--- src/rtl/aes_ctr_pkg.sv ---
// Shared definitions for the AES-CTR counter-block dispatcher:
// block width, dispatcher state encoding and lane-index sizing.
package aes_ctr_pkg;

   localparam int BLOCK_W = 128;

   typedef enum logic [1:0] {
      IDLE      = 2'd0,
      ISSUE     = 2'd1,
      EXHAUSTED = 2'd2
   } state_t;

   // Width of a lane pointer; a single lane still needs one bit.
   function automatic int lane_idx_w(input int n);
      return (n <= 1) ? 1 : $clog2(n);
   endfunction

endpackage

--- src/rtl/ctr_field_incr.sv ---
// Increments only the low CW bits of a counter block, leaving the upper
// bits untouched. o_carry flags that the field was all ones (overflow).
module ctr_field_incr
   import aes_ctr_pkg::*;
#(
   parameter int CW = 32
) (
   input  logic [BLOCK_W-1:0] i_block,
   output logic [BLOCK_W-1:0] o_block,
   output logic               o_carry
);

   logic [CW:0] w_sum;

   assign w_sum   = {1'b0, i_block[CW-1:0]} + {{CW{1'b0}}, 1'b1};
   assign o_carry = w_sum[CW];

   generate
      if (CW < BLOCK_W) begin : g_partial
         assign o_block = {i_block[BLOCK_W-1:CW], w_sum[CW-1:0]};
      end else begin : g_full
         assign o_block = w_sum[CW-1:0];
      end
   endgenerate

endmodule

--- src/rtl/ctr_block_dispatcher.sv ---
// Generates AES-CTR counter blocks from a loaded IV and hands them to the
// AES cores strictly round-robin, one block per cycle when all are ready.
// A lane's block is held until that lane accepts; other lanes are never
// served out of turn so downstream reassembly can rely on lane order.
module ctr_block_dispatcher
   import aes_ctr_pkg::*;
#(
   parameter int NUM_LANES        = 2,
   parameter int IV_COUNTER_WIDTH = 32,
   parameter int WRAP_MODE        = 0
) (
   input  logic                 clk,
   input  logic                 rst,
   input  logic                 load,
   input  logic [BLOCK_W-1:0]   iv_in,
   input  logic                 enable,
   output logic [NUM_LANES-1:0] lane_valid,
   input  logic [NUM_LANES-1:0] lane_ready,
   output logic [BLOCK_W-1:0]   lane_block,
   output logic                 flush,
   output logic [63:0]          blocks_issued,
   output logic                 wrapped,
   output logic                 exhausted
);

   localparam int            LW        = lane_idx_w(NUM_LANES);
   localparam logic [LW-1:0] LAST_LANE = LW'(NUM_LANES - 1);

   state_t                 r_state;
   state_t                 w_state_next;
   logic [BLOCK_W-1:0]     r_counter;
   logic [LW-1:0]          r_ptr;
   logic [NUM_LANES-1:0]   r_valid;
   logic [NUM_LANES-1:0]   w_valid_next;
   logic                   r_flush;
   logic [63:0]            r_blocks;
   logic                   r_wrapped;
   logic                   r_exhausted;

   logic [BLOCK_W-1:0]     w_counter_incr;
   logic                   w_carry;
   logic                   w_accept;
   logic                   w_halt;
   logic [LW-1:0]          w_ptr_next;
   logic [NUM_LANES-1:0]   w_sel_cur;
   logic [NUM_LANES-1:0]   w_sel_nxt;

   ctr_field_incr #(
      .CW (IV_COUNTER_WIDTH)
   ) u_incr (
      .i_block (r_counter),
      .o_block (w_counter_incr),
      .o_carry (w_carry)
   );

   // Only the pointed-to lane can hold valid, so its ready alone decides.
   assign w_accept   = r_valid[r_ptr] & lane_ready[r_ptr];
   // In halt mode, accepting the all-ones block ends the sequence.
   assign w_halt     = w_accept & w_carry & (WRAP_MODE == 1);
   assign w_ptr_next = (r_ptr == LAST_LANE) ? '0 : r_ptr + 1'b1;

   // One-hot decode of the current and following lane pointer.
   genvar gi;
   generate
      for (gi = 0; gi < NUM_LANES; gi++) begin : g_lane_sel
         assign w_sel_cur[gi] = (r_ptr == LW'(gi));
         assign w_sel_nxt[gi] = (w_ptr_next == LW'(gi));
      end
   endgenerate

   // Next state and next lane-valid vector; load overrides everything.
   always_comb begin
      w_state_next = r_state;
      w_valid_next = r_valid;
      if (load) begin
         w_state_next = ISSUE;
         w_valid_next = '0;
      end else if (r_state == ISSUE) begin
         if (w_halt) begin
            w_state_next = EXHAUSTED;
            w_valid_next = '0;
         end else if (w_accept) begin
            w_valid_next = enable ? w_sel_nxt : '0;
         end else if ((r_valid == '0) && enable) begin
            w_valid_next = w_sel_cur;
         end
      end
   end

   // State, counter, pointer and status registers.
   always_ff @(posedge clk) begin
      if (rst) begin
         r_state     <= IDLE;
         r_counter   <= '0;
         r_ptr       <= '0;
         r_valid     <= '0;
         r_flush     <= 1'b0;
         r_blocks    <= '0;
         r_wrapped   <= 1'b0;
         r_exhausted <= 1'b0;
      end else begin
         r_state <= w_state_next;
         r_valid <= w_valid_next;
         r_flush <= load;
         if (load) begin
            r_counter   <= iv_in;
            r_ptr       <= '0;
            r_blocks    <= '0;
            r_wrapped   <= 1'b0;
            r_exhausted <= 1'b0;
         end else if (w_accept) begin
            r_counter <= w_counter_incr;
            r_ptr     <= w_ptr_next;
            if (r_blocks != '1) begin
               r_blocks <= r_blocks + 64'd1;
            end
            if (w_carry) begin
               if (WRAP_MODE == 1) begin
                  r_exhausted <= 1'b1;
               end else begin
                  r_wrapped <= 1'b1;
               end
            end
         end
      end
   end

   assign lane_valid    = r_valid;
   assign lane_block    = r_counter;
   assign flush         = r_flush;
   assign blocks_issued = r_blocks;
   assign wrapped       = r_wrapped;
   assign exhausted     = r_exhausted;

endmodule

--- config.mk ---
export PLATFORM = sky130hd
export DESIGN_NAME = ctr_block_dispatcher
export DESIGN_NICKNAME = d
export VERILOG_FILES = /design/src/rtl/aes_ctr_pkg.sv /design/src/rtl/ctr_field_incr.sv /design/src/rtl/ctr_block_dispatcher.sv
export SDC_FILE = /design/constraint.sdc
export NUM_CORES = 1
export LEC_CHECK = 0
export ABC_AREA = 1
export BUFFER_PORTS_ARGS = -buffer_cell sky130_fd_sc_hd__buf_2
export CAP_MARGIN = 5
export CORE_UTILIZATION = 40
export CTS_CLUSTER_DIAMETER = 30
export DETAILED_ROUTE_END_ITERATION = 12
export PLACE_DENSITY = 0.66
export SKIP_LAST_GASP = 1
export SYNTH_ARGS = -nofsm -noshare
export SYNTH_HDL_FRONTEND = slang
export SYNTH_SLANG_ARGS = --single-unit
--- constraint.sdc ---
create_clock -name clk -period 2.4 [get_ports clk]
set_input_delay 0.6 -clock clk [delete_from_list [all_inputs] [get_ports clk]]
set_output_delay 0.6 -clock clk [all_outputs]
set_load 0.1 [all_outputs]
Yosys cells after proc, flatten, opt, wreduce, memory -nomap -nowiden:

Cells that the tools add are included.

* register bits after elaboration: 198
* output and inout bits: 197
* input bits: 134

* eq/ne operators: 1
* add/sub/neg operators: 3
* bitwise gates (word level): 3
* reductions and logical operators: 8
* magnitude comparators: 1
* multiplexer cells: 10

Operator list (number)
* 128-bit 2-to-1 mux: 1
* 64-bit by 1-bit adder with 64-bit output, second input constant: 1
* 64-bit inequality test, second input constant: 1
* 32-bit by 1-bit adder with 33-bit output, second input constant: 1
* 32-bit 2-to-1 mux: 1
* 2-bit 2-to-1 mux: 3
* 2-bit AND reduction: 3
* 1-bit 2-to-1 mux: 5
* 2-bit nonzero test: 2
* 2-bit logical NOT: 1
* 1-bit by 2-bit < comparator with 1-bit output, second input constant: 1
* 1-bit NOT: 2
* 2-bit OR reduction: 1
* 1-bit adder, second input constant: 1
* 1-bit AND: 1
* 1-bit logical AND: 1

Longest topological paths before layout:

Gate-level depths: netlist of the first run.

* word-level depth: 5
* gate-level depth with buffers: 13
* mapped depth without buffers: 12

Cells and area by module:

A second synthesis of the first run with hierarchy kept.

* cells, all modules: 1732
* area, all modules: 11312.1 um2

Modules (own cells, without submodules)
* ctr_block_dispatcher: sequential area each 3963.8 um2, times used 1, cells each 1444, area each 9581.7 um2
* ctr_field_incr: sequential area each 0.0 um2, times used 1, cells each 288, area each 1730.4 um2

Worst setup path after synthesis of the first run:

OpenSTA, ideal clock, no wires.

* kind: reg2reg
* start point: reg r_blocks[0] (netlist: blocks_issued[0])
* end point: reg r_blocks[50] (netlist: blocks_issued[50])
* period minus slack after synthesis: 2.737 ns
* setup time: 0.119 ns
* path slack: -0.337 ns
* data required time: 2.281 ns
* arrival: 2.618 ns
* stages on the path, launching flop included: 13
* path through: dfxtp_1 -> ha_1 -> inv_2 -> nor2_4 -> nand2_2 -> nor2_4 -> nand2_4 -> nor2_1 -> nor2_1 -> buf_6 -> buf_6 -> a21oi_1 -> nor2_1

* longest elaborated chain between the ends: 2
* elaborated cells on any way between the ends: 3

Ends and longest elaborated chain
* from (decl): line ctr_block_dispatcher.sv:36 `logic [63:0] r_blocks;`
* from (signal assigned): line ctr_block_dispatcher.sv:115 `r_blocks <= r_blocks + 64'd1;`
* branches (longest 2 deep; another with 64-bit by 1-bit adder with 64-bit output)

Parallel ways; which one is timed is not known.
A chain may end at the register's enable or synchronous reset.

Final worst setup path of the first run:

* start point: reg r_counter[8] (netlist: lane_block[8])
* end point: out lane_block[8]

RTL lines
* from (decl): line ctr_block_dispatcher.sv:31 `logic [BLOCK_W-1:0] r_counter;`
* from (signal assigned): line ctr_block_dispatcher.sv:106 `r_counter <= iv_in;`
* from (signal assigned): line ctr_block_dispatcher.sv:112 `r_counter <= w_counter_incr;`
* to (decl): line ctr_block_dispatcher.sv:19 `output logic [BLOCK_W-1:0] lane_block,`

No word-level cell between the ends.

==> results of run 1 <==
metal layers:
layer  global-route usage  up-vias  share of wire
li1                     -     5048              -
met1                0.342     4621           0.43
met2                0.430      455           0.47
met3               0.0544       69          0.077
met4               0.0971        2          0.030
met5                    0        -        0.00040
cells by family after synthesis:
group | count (synthesis)
other | 1
xor gates and xnor gates | 34
AOI/OAI and AO/OA | 222
adders and majority gates | 2
and+or+nand+nor | 709
buffers and inverters | 164
DFF | 198
cells in the mapped netlist (all sizes together) (17+ instances only):
cell and number:
a21oi 84, xor2 17, nand3 93, dfxtp 198
nand4 28, xnor2 17, buf 23, nor2 182
inv 110, nor3 22, clkbuf 31, o21ai 27
nand2 377, a22o 96
state kept, by name, summed over array words and instances (netlist names):
| register | count |
|---|---|
| lane_block | 128 |
| wrapped | 1 |
| flush | 1 |
| blocks_issued | 64 |
| r_ptr | 1 |
| lane_valid | 2 |
| r_state | 1 |
power by group:
group	total [mW]	switching, mW	internal, mW
sequential	3.52	0.106	3.41
combinational	1.54	1.24	0.303
clock	3.12	1.64	1.48
total	8.18	2.98	5.19
per-stage QoR:
step	utilization	std cells	area, um2	power, mW	setup slack (ps)
floorplan	-	1330	9470	4.76	5.19
finish	0.535	1984	12300	8.18	296
detailed placement	0.506	1951	11600	5.13	341
global placement	0.506	1951	11600	5.12	403
global route	0.535	1984	12300	8.43	158
CTS	0.535	1983	12300	8.22	307
final timing paths:
kind / from / end / slack, ps
max: lane_block[8] / lane_block[8] / 300
max reg2reg: blocks_issued[0] / blocks_issued[62] / 310
min: iv_in[109] / lane_block[109] / 350
min reg2reg: wrapped / wrapped / 460
area by class of cell:
class	count	area share
Multi-Input combinational cell	968	0.393
Sequential cell	198	0.325
Timing Repair Buffer	362	0.163
Clock buffer	17	0.0347
Inverter	110	0.0337
Tap cell	313	0.0320
Clock inverter	15	0.0184
Antenna cell	1	0.000204
==> results.sh, run 1 <==
export IMPL_globalRouteOverflowTotal=0
export IMPL_clk_transition_reported_paths_ps=100
export IMPL_ant_nets=0
export IMPL_via_count=10200
export IMPL_post_synthesis_sequential_area_ratio=0.420
export IMPL_pwr_density_cell_mw_per_mm2=667
export IMPL_ir_worst_vdd_v=0.000389
export IMPL_post_dp_hpwl_mm=24.8
export IMPL_post_synth_num_cell_types=42
export IMPL_route_detailed_wl_per_inst_um=16.5
export IMPL_ys_dominant_reg_cell="dfxtp_1"
export IMPL_synth_edff_count=0
export IMPL_hold_path_depth=2
export IMPL_cts_root_buf="clkbuf_16"
export IMPL_fp_dieH_um=156
export IMPL_required_ps=1800
export IMPL_finalSetupViolations=0
export IMPL_dr_pass1_iters=9
export IMPL_synth_top_area_share=0.420
export IMPL_synth_area_mm2=0.00944
export IMPL_synth_seq_cells=198
export IMPL_timing_critical_path_slowest_stage_cell="dfxtp_1"
export IMPL_post_cts_repair_setup_buffers=0
export IMPL_synthesized_area_fraction_occupied_by_adder_cells=0.00265
export IMPL_fin_hold_ws_ps=351
export IMPL_drtIter0Drc=835
export IMPL_fp_dieArea_mm2=0.0242
export IMPL_cp_end_kind="primary output"
export IMPL_place_gp_congestion=0.917
export IMPL_worst_r2r_path_depth=11
export IMPL_area_leader_netlist="dfxtp_1"
export IMPL_mostFrequentLayoutCells="nand2_1, buf_2, dfxtp_1"
export IMPL_holdCritPathClass="in2reg"
export IMPL_layout_min_cycle_time_ps=2100
export IMPL_worstPathMaxFanout=7
export IMPL_detail_route_vias_per_cell=5.14
export IMPL_cts_hold_buf=0
export IMPL_tightestPinTransition_ps=614
export IMPL_clk_insertion_delay_late_ps=440
export IMPL_grt_pass1_vias=9361
export IMPL_synth_warning_count=0
export IMPL_detail_route_wirelength_mm=32.8
export IMPL_totalNegativeSetupSlack_ps=0
export IMPL_ff_latch_area_mm2=0.00399
export IMPL_synthMuxAreaShare=0
export IMPL_timing_slew_headroom=0.590
export IMPL_cts_repair_resize_count=0
export IMPL_drcViolationCount=0
export IMPL_number_of_antenna_violations_at_the_first_check_in_global_routing=2
export IMPL_final_nets=1793
export IMPL_effective_utilization_at_floorplan=0.412
export IMPL_cts_root_to_sink_buffers=2
export IMPL_area_growth_syn_to_layout_pct=29.8
export IMPL_die_w_um=156
export IMPL_synth_xor_xnor_area_share=0.0315
export IMPL_grt_max_degree=75
export IMPL_synthCells=1330
export IMPL_nFillCells=2244
export IMPL_std_cell_rows=55
export IMPL_total_leakage_power_nw=5.38
export IMPL_final_worst_path_cycle_share=0.877
export IMPL_multi_input_comb_area_mm2=0.00481
export IMPL_layout_cells_most_common="nand2_1"
export IMPL_critical_path_top_delay_family="flip-flops"
export IMPL_data_arrival_time_of_the_critical_path_ps=1500
export IMPL_port_buffer_count=329
export IMPL_timing_critical_path_buf_inv=1
export IMPL_final_setup_skew_ps=17.7
export IMPL_synth_top_family_by_area="simple AND/OR/NAND/NOR gates"
export IMPL_critical_path_cell_count=1
export IMPL_mappedNetlistNets=1466
export IMPL_cts_buffers=17
export IMPL_max_stage_delay_ps=560
export IMPL_coreArea_mm2=0.0229
export IMPL_track_usage=0.264
export IMPL_setup_worst_path_start_class="flip-flop"
export IMPL_num_io_pins=331
export IMPL_layout_drive_gt1_share=0.257
export IMPL_ys_top_cells_by_area="dfxtp_1, nand2_1, a22o_1"
export IMPL_cts_sinks=198
export IMPL_htree_levels=4
export IMPL_worstSetupPathType="reg2out"
export IMPL_max_freq_mhz=475
export IMPL_synthesis_area_per_instance_um2=7.10
export IMPL_crit_path_cell_trace="buf_2"
export IMPL_global_route_wire_length_before_repair_mm=49.7
export IMPL_synth_compound_area_frac=0.162
export IMPL_synthArstFlopShare=0
export IMPL_cts_tree="done"
export IMPL_cap_viol_max_count=0
export IMPL_unrepaired_setup_endpoints_after_global_routing="false"
export IMPL_synth_simple_gate_area_share=0.311
export IMPL_finalHoldViolCount=0
export IMPL_final_max_slew_violation_count=0
export IMPL_status="complete, no violations"
Note: power is estimated with default switching activity, not from simulation.
==> inputs of run 2 (changes only) <==
--- a/config.mk
+++ b/config.mk
@@ -5,13 +5,14 @@
 export SDC_FILE = /design/constraint.sdc
 export NUM_CORES = 1
 export LEC_CHECK = 0
-export ABC_AREA = 1
+export ABC_AREA = 0
 export BUFFER_PORTS_ARGS = -buffer_cell sky130_fd_sc_hd__buf_2
 export CAP_MARGIN = 5
 export CORE_UTILIZATION = 40
 export CTS_CLUSTER_DIAMETER = 30
 export DETAILED_ROUTE_END_ITERATION = 12
-export PLACE_DENSITY = 0.66
+export PLACE_DENSITY = 0.67
+export SETUP_SLACK_MARGIN = 0.4
 export SKIP_LAST_GASP = 1
 export SYNTH_ARGS = -nofsm -noshare
 export SYNTH_HDL_FRONTEND = slang
==> results.sh, run 2 <==
export IMPL_status="complete, no violations"
export IMPL_grt_pass1_vias=8120
export IMPL_drcViolationCount=0
export IMPL_std_cell_rows=53
export IMPL_clk_insertion_delay_late_ps=440
export IMPL_p_int_mw=5.14
export IMPL_mostFrequentLayoutCells="buf_2, nor2_1, mux2i_1"
export IMPL_cts_sinks=198
export IMPL_switching_power_mw=2.89
export IMPL_cts_buffers=17
export IMPL_synth_top_area_share=0.458
export IMPL_mappedNetlistNets=1103
export IMPL_synth_seq_cells=198
export IMPL_final_setup_skew_ps=10.3
export IMPL_synthCells=967
export IMPL_detail_route_vias_per_cell=5.25
export IMPL_post_dp_hpwl_mm=20.2
export IMPL_power_share_combinational=0.198
export IMPL_globalRouteOverflowTotal=0
export IMPL_holdCritPathClass="in2reg"
export IMPL_finalSetupViolations=0
export IMPL_netlist_top_cells_count="dfxtp_1, nor2_1, mux2i_1"
export IMPL_coreArea_mm2=0.0211
export IMPL_layout_drive_gt1_share=0.450
export IMPL_clk_transition_reported_paths_ps=80
export IMPL_ir_worst_vdd_v=0.000464
export IMPL_grt_max_degree=132
export IMPL_worstPathMaxFanout=5
export IMPL_synth_warning_count=0
export IMPL_cap_viol_max_count=0
export IMPL_final_util=0.591
export IMPL_worstSetupPathType="reg2reg"
export IMPL_number_of_antenna_violations_at_the_first_check_in_global_routing=5
export IMPL_placedInstanceArea_mm2=0.0112
export IMPL_cts_root_to_sink_buffers=2
export IMPL_data_arrival_time_of_the_critical_path_ps=2490
export IMPL_place_gp_congestion=0.873
export IMPL_cts_root_buf="clkbuf_16"
export IMPL_track_usage=0.244
export IMPL_ys_dominant_reg_cell="dfxtp_1"
export IMPL_num_io_pins=331
export IMPL_via_count=8639
export IMPL_effective_utilization_at_floorplan=0.410
export IMPL_finalHoldViolCount=0
export IMPL_cp_end_kind="flip-flop"
export IMPL_required_ps=2770
export IMPL_post_synth_num_cell_types=57
export IMPL_clkPwrFrac=0.375
export IMPL_pwr_density_cell_mw_per_mm2=645
export IMPL_final_worst_path_cycle_share=0.885
export IMPL_unrepaired_setup_endpoints_after_global_routing="true"
export IMPL_drtIter0Drc=425
export IMPL_fin_area_mm2=0.0125
export IMPL_cts_tree="done"
export IMPL_final_nets=1491
export IMPL_max_freq_mhz=471
export IMPL_synth_edff_count=0
export IMPL_post_synthesis_sequential_area_ratio=0.458
export IMPL_fin_hold_ws_ps=373
export IMPL_detail_route_wirelength_mm=27.6
export IMPL_port_buffer_count=329
export IMPL_timing_slew_headroom=0.418
export IMPL_area_leader_netlist="dfxtp_1"
export IMPL_nFillCells=1862
export IMPL_route_detailed_wl_per_inst_um=16.7
export IMPL_ys_top_cells_by_area="dfxtp_1, mux2i_1, nor2_1"
export IMPL_totalNegativeSetupSlack_ps=0
export IMPL_seq_power_share=0.427
export IMPL_die_w_um=149
export IMPL_largest_reg_flops=128
export IMPL_rrSetupSlack_ps=280
export IMPL_tightestPinTransition_ps=874
export IMPL_htree_levels=4
export IMPL_dr_pass1_iters=4
export IMPL_cts_hold_buf=0
export IMPL_layout_min_cycle_time_ps=2120
export IMPL_synth_area_mm2=0.00865
export IMPL_fp_dieH_um=149
export IMPL_total_leakage_power_nw=5.64
export IMPL_ant_nets=0
export IMPL_synthArstFlopShare=0
export IMPL_final_max_slew_violation_count=0
export IMPL_global_route_wire_length_before_repair_mm=42.5
export IMPL_most_repeated_cell_in_the_gate_level_netlist_after_synthesis="dfxtp_1"
export IMPL_layout_cells_most_common="buf_2"
export IMPL_synthesis_area_per_instance_um2=8.94
export IMPL_sw_frac_of_total=0.360
export IMPL_area_growth_syn_to_layout_pct=44.0
export IMPL_setup_worst_path_start_class="flip-flop"
export IMPL_fp_dieArea_mm2=0.0222
## run 2: cell types whose count changed after synthesis, sizes merged, moves of 23 or more
cell	previous run	this run
inv	110	10
nand2	377	74
mux2i	0	107
a22o	96	0
or3	0	32
nor2	182	159
nand3	93	36
a21oi	84	50
## run 2: what timing repair did
| action | in CTS | in global routing |
|---|---|---|
| gates cloned | 0 | 1 |
| pin swaps | 12 | 31 |
| buffers inserted | 26 | 19 |
| endpoints found under the setup margin | 57 | 71 |
| gates resized for setup | 14 | 46 |
## run 2: cell type report
class	count	area (um2)	share of cell area
clock inverters	14	193	0.0155
clock buffers	18	439	0.0353
repair buffers	421	2430	0.195
inverters	10	37.5	0.00301
diodes	2	5.00	0.000402
well taps	275	344	0.0276
flip-flops and latches	198	4280	0.344
multi-input cells	707	4720	0.379
## run 2: per-stage QoR
step	cells	worst slack, ps	power [mW]
after floorplan	967	82.1	4.75
after global placement	1565	31.6	5.08
after detailed placement	1565	15.9	5.10
after CTS	1623	275	8.11
after global routing	1643	153	8.32
final	1645	277	8.03
## run 2: power by group through the flow
| stage | clock network [mW] | registers [mW] | logic [mW] |
|---|---|---|---|
| 3_5_place_dp | 0 | 3.51 | 1.59 |
| 4_1_cts | 3.09 | 3.43 | 1.59 |
| 5_1_grt | 3.21 | 3.45 | 1.65 |
| 6_report | 3.01 | 3.43 | 1.59 |
| 3_3_place_gp | 0 | 3.50 | 1.58 |
| 2_1_floorplan | 0 | 4.44 | 0.314 |
## run 2: cells by family (layout without fill, tap and decap cells)
logic type / count (synthesis) / in the layout / synth area share
DFF: 198 / 198 / 0.458
muxes: 107 / 107 / 0.124
adders and majority gates: 2 / 2 / 0.00289
buffers and inverters: 62 / 463 / 0.0291
AOI/OAI and AO/OA: 139 / 139 / 0.102
and+or+nand+nor: 417 / 417 / 0.242
other: 1 / 3 / 0.000434
xor gates and xnor gates: 41 / 41 / 0.0415
## run 2: worst max-delay path, cell delays in order (launching register included)
cell and delay, ps:
dfxtp_4 370, nand4_4 130, or4_4 560, nor4_4 180
nand3_2 190, buf_6 170, or3_1 310, a21oi_1 140
## run 2: path summary, 6_finish.rpt
kind,startpoint,endpoint,depth (start not counted)
setup / recovery,blocks_issued[22],blocks_issued[52],7
hold / removal,iv_in[29],lane_block[29],3
setup reg to reg,blocks_issued[22],blocks_issued[52],7
hold reg to reg,r_state[0],r_state[0],2
## run 2: routing by layer
| layer | GRT usage | share of wire | vias up |
|---|---|---|---|
| li1 | - | - | 4255 |
| met1 | 0.275 | 0.40 | 4089 |
| met2 | 0.433 | 0.51 | 255 |
| met3 | 0.0755 | 0.072 | 36 |
| met4 | 0.0801 | 0.021 | 4 |
| met5 | 0 | 0.00083 | - |
